### config.mk
export PLATFORM = sky130hd
export DESIGN_NAME = pos_index_counter
export DESIGN_NICKNAME = d
export VERILOG_FILES = /design/src/rtl/pos_index_counter.sv
export SDC_FILE = /design/constraint.sdc
export NUM_CORES = 1
export LEC_CHECK = 0
export BUFFER_PORTS_ARGS = -buffer_cell sky130_fd_sc_hd__buf_2
export CORE_AREA = 2 2 39 41
export CTS_BUF_LIST = sky130_fd_sc_hd__clkbuf_4 sky130_fd_sc_hd__clkbuf_8
export DETAILED_ROUTE_END_ITERATION = 8
export DIE_AREA = 0 0 41 43
export PLACE_DENSITY = 0.31
export SYNTH_ARGS = -nofsm -noshare
export SYNTH_HDL_FRONTEND = slang
export SYNTH_SLANG_ARGS = --single-unit
### constraint.sdc
create_clock -name clk -period 1.6 [get_ports clk]
set_clock_uncertainty 0.1 [all_clocks]
set_input_delay 0 -clock clk [delete_from_list [all_inputs] [get_ports clk]]
set_output_delay 0 -clock clk [all_outputs]
set_load 0.02 [all_outputs]
### src/rtl/pos_index_counter.sv
// Sweep index counter with synchronous clear, increment enable and terminal flag.
// Latency: count updates one cycle after clr/inc; tc is combinational from the count.
// No backpressure; clr has priority over inc.
module pos_index_counter #(
  parameter int W = 4
) (
  input  logic         clk,
  input  logic         reset,
  input  logic         clr,
  input  logic         inc,
  output logic [W-1:0] cnt,
  output logic         tc
);

  logic [W-1:0] cnt_q;
  logic [W-1:0] cnt_d;

  // Next count: clear wins, otherwise step when enabled.
  always_comb begin
    cnt_d = cnt_q;
    if (clr) begin
      cnt_d = '0;
    end else if (inc) begin
      cnt_d = cnt_q + W'(1);
    end
  end

  // Count register.
  always_ff @(posedge clk or posedge reset) begin
    if (reset) begin
      cnt_q <= '0;
    end else begin
      cnt_q <= cnt_d;
    end
  end

  assign cnt = cnt_q;
  assign tc  = (cnt_q == {W{1'b1}});

endmodule

==> flow_metrics.env <==
export IMPL_synthesis_instances=18
export IMPL_antenna_found_initial=0
export IMPL_synth_top_area_share_pct=49.4
export IMPL_critPathRequiredTime_ps=1500
export IMPL_grt_first_pass_wirelength_um=669
export IMPL_power_uw=282
export IMPL_cts_tree="yes"
export IMPL_synth_common_cells="dfrtp_1 (4), nor2_1 (3)"
export IMPL_clockBufferDepth=2
export IMPL_cap_violations=0
export IMPL_crit_fanout=4
export IMPL_crit_arrival_ps=1220
export IMPL_fp_row_count=14
export IMPL_cp_endpoint="tc"
export IMPL_core_area_mm2=0.00138
export IMPL_avgSynthCellArea_um2=11.3
export IMPL_place_gp_congestion=0.701
export IMPL_htree_levels=1
export IMPL_clk_pin_slew_worst_paths_ps=40
export IMPL_synthesis_nets=23
export IMPL_p_leak_nw=0.172
export IMPL_ir_drop_v=0.000355
export IMPL_cts_buffers_inserted=3
export IMPL_hold_class="in2async"
export IMPL_drive_gt1_share_pct=40.6
export IMPL_ant_nets=0
export IMPL_ioPinCount=9
export IMPL_slew_viol_final=0
export IMPL_reg2reg_from="cnt[0]$_DFFE_PP0P_"
export IMPL_reg2regPathDepth=3
export IMPL_seq_area_frac_synth_pct=49.4
export IMPL_hpwl_um=339
export IMPL_grt_pass1_vias=156
export IMPL_cts_root_buf="clkbuf_4"
export IMPL_post_route_util_pct=22.8
export IMPL_final_nets=39
export IMPL_die_w_um=41
export IMPL_cts_sinks=4
export IMPL_critPathLaunchType="flop"
export IMPL_multi_input_area_um2=98.8
export IMPL_timing_final_ws_setup_ps=284
export IMPL_clkLatencyLatePin_ps=240
export IMPL_setup_viol=0
export IMPL_startpoint="cnt[0]$_DFFE_PP0P_"
export IMPL_synthDistinctLibCells=13
export IMPL_synth_ff_type="dfrtp_1"
export IMPL_drc=0
export IMPL_yosysWarnings=0
export IMPL_vias=179
export IMPL_drt_wl_total_um=465
export IMPL_io_buffers=8
export IMPL_wl_per_cell_um=9.69
export IMPL_async_reset_ff_share_pct=100
export IMPL_max_slew_margin_pct=89.0
export IMPL_grt_overflow=0
export IMPL_cts_setup_buffers=0
export IMPL_outcome="finished, final reports clean"
export IMPL_ff_latch_area_um2=100
export IMPL_synth_area_leaders="dfrtp_1 (49%), mux2_4 (7.4%), ha_1 (6.2%)"
export IMPL_period_needed_ps=1320
export IMPL_netlist_area_um2=203
export IMPL_rsz0062_at_grt="false"
export IMPL_area_growth_pct=55.6
export IMPL_r2r_end="cnt[2]$_DFFE_PP0P_"
export IMPL_initial_utilization_pct=14.6
export IMPL_grt_total_usage_pct=6.46
export IMPL_avgViaCountPerCell=3.73
export IMPL_worstMarginPinSlew_ps=165
export IMPL_worst_setup_path_end_kind="output pin"
export IMPL_grt_max_degree=6
export IMPL_post_route_period_util_pct=82.3
export IMPL_largest_reg_flops=4
export IMPL_setup_tns_final_ps=0
export IMPL_fmax_ghz=0.760
export IMPL_synth_most_common_cell="dfrtp_1"
export IMPL_die_area_mm2=0.00176
export IMPL_firstDrtPassIters=2
export IMPL_path_class="reg2out"
export IMPL_fillers=154
export IMPL_antenna_cells=0
export IMPL_ys_ff_latch=4
export IMPL_preCtsSetupSlack_ps=469
export IMPL_synth_largest_area_cell="dfrtp_1"
export IMPL_r2r_slack_ps=450
export IMPL_die_h_um=43
export IMPL_drtIter0Drc=3
export IMPL_synth_edf_count=0
export IMPL_hold_viol=0
export IMPL_p_per_area_mw_per_mm2=893
[worst min-delay path by stage]
stage / startpoint / endpoint / slack [ps]
floorplan: reset / cnt[0]$_DFFE_PP0P_ / -330
global placement: reset / cnt[3]$_DFFE_PP0P_ / -200
detailed placement: reset / cnt[1]$_DFFE_PP0P_ / -210
CTS: reset / cnt[1]$_DFFE_PP0P_ / 80
global route: reset / cnt[1]$_DFFE_PP0P_ / 90
finish: reset / cnt[0]$_DFFE_PP0P_ / 90
[layout by cell type (no fill, tap or decap)]
cell type      instances
nand4_1                1
xnor2_1                1
ha_1                   1
mux2i_1                1
dlygate4sd3_1          3
a21bo_2                1
nand3b_1               1
a21oi_1                1
clkbuf_4               3
nor2b_1                1
and3_1                 1
inv_1                  1
nor2_1                 3
mux2_4                 1
dfrtp_1                4
buf_2                  8
[worst max-delay path, cell delays in order, from the launching register on]
cell and delay (ps):
dfrtp_1 420, ha_1 250, and3_1 160, buf_2 150
[what timing repair did]
action,CTS,global route
hold buffers,3,0
endpoints found under the hold margin,7,0
gates resized for setup,0,0
[cell families (layout without fill, tap and decap cells)]
kind of cell	after synthesis	in the layout	share of synthesized area, %
adder cells (fa/ha/maj)	1	1	6.17
buffers and inverters	1	15	1.85
XOR/XNOR	1	1	4.32
flip-flops	4	4	49.4
multiplexers	2	2	12.3
AO/OA/AOI/OAI	2	2	7.41
AND/OR/NAND/NOR	7	7	18.5
[cell type report]
| type | count | share of cell area (%) |
|---|---|---|
| clock buffer | 3 | 7.14 |
| inverter | 1 | 1.19 |
| multi-input combinational | 13 | 31.3 |
| sequential | 4 | 31.7 |
| tap | 16 | 6.35 |
| timing repair buffer | 11 | 22.2 |
[metal layers]
metal | global-route usage [%] | vias up | wire length, um
li1 | - | 92 | -
met1 | 7.84 | 82 | 225
met2 | 6.88 | 5 | 201
met3 | 4.71 | 0 | 38
met4 | 6.00 | 0 | 0
met5 | 0 | - | 0
[where the power goes]
| group | internal [mW] | switching (mW) | leakage [nW] | total (mW) |
|---|---|---|---|---|
| clock | 0.0841 | 0.0444 | 0.0138 | 0.129 |
| sequential | 0.107 | 0.00628 | 0.0544 | 0.113 |
| combinational | 0.0190 | 0.0209 | 0.104 | 0.0399 |
[metrics by stage]
step	hold WS [ps]	cells	instance area, um2
2_1_floorplan	-334	18	203
3_3_place_gp	-202	42	263
3_5_place_dp	-209	42	263
4_1_cts	80.6	48	315
5_1_grt	91.2	48	315
6_report	88.0	48	315
No activity file was read; power rests on OpenSTA's default activity.
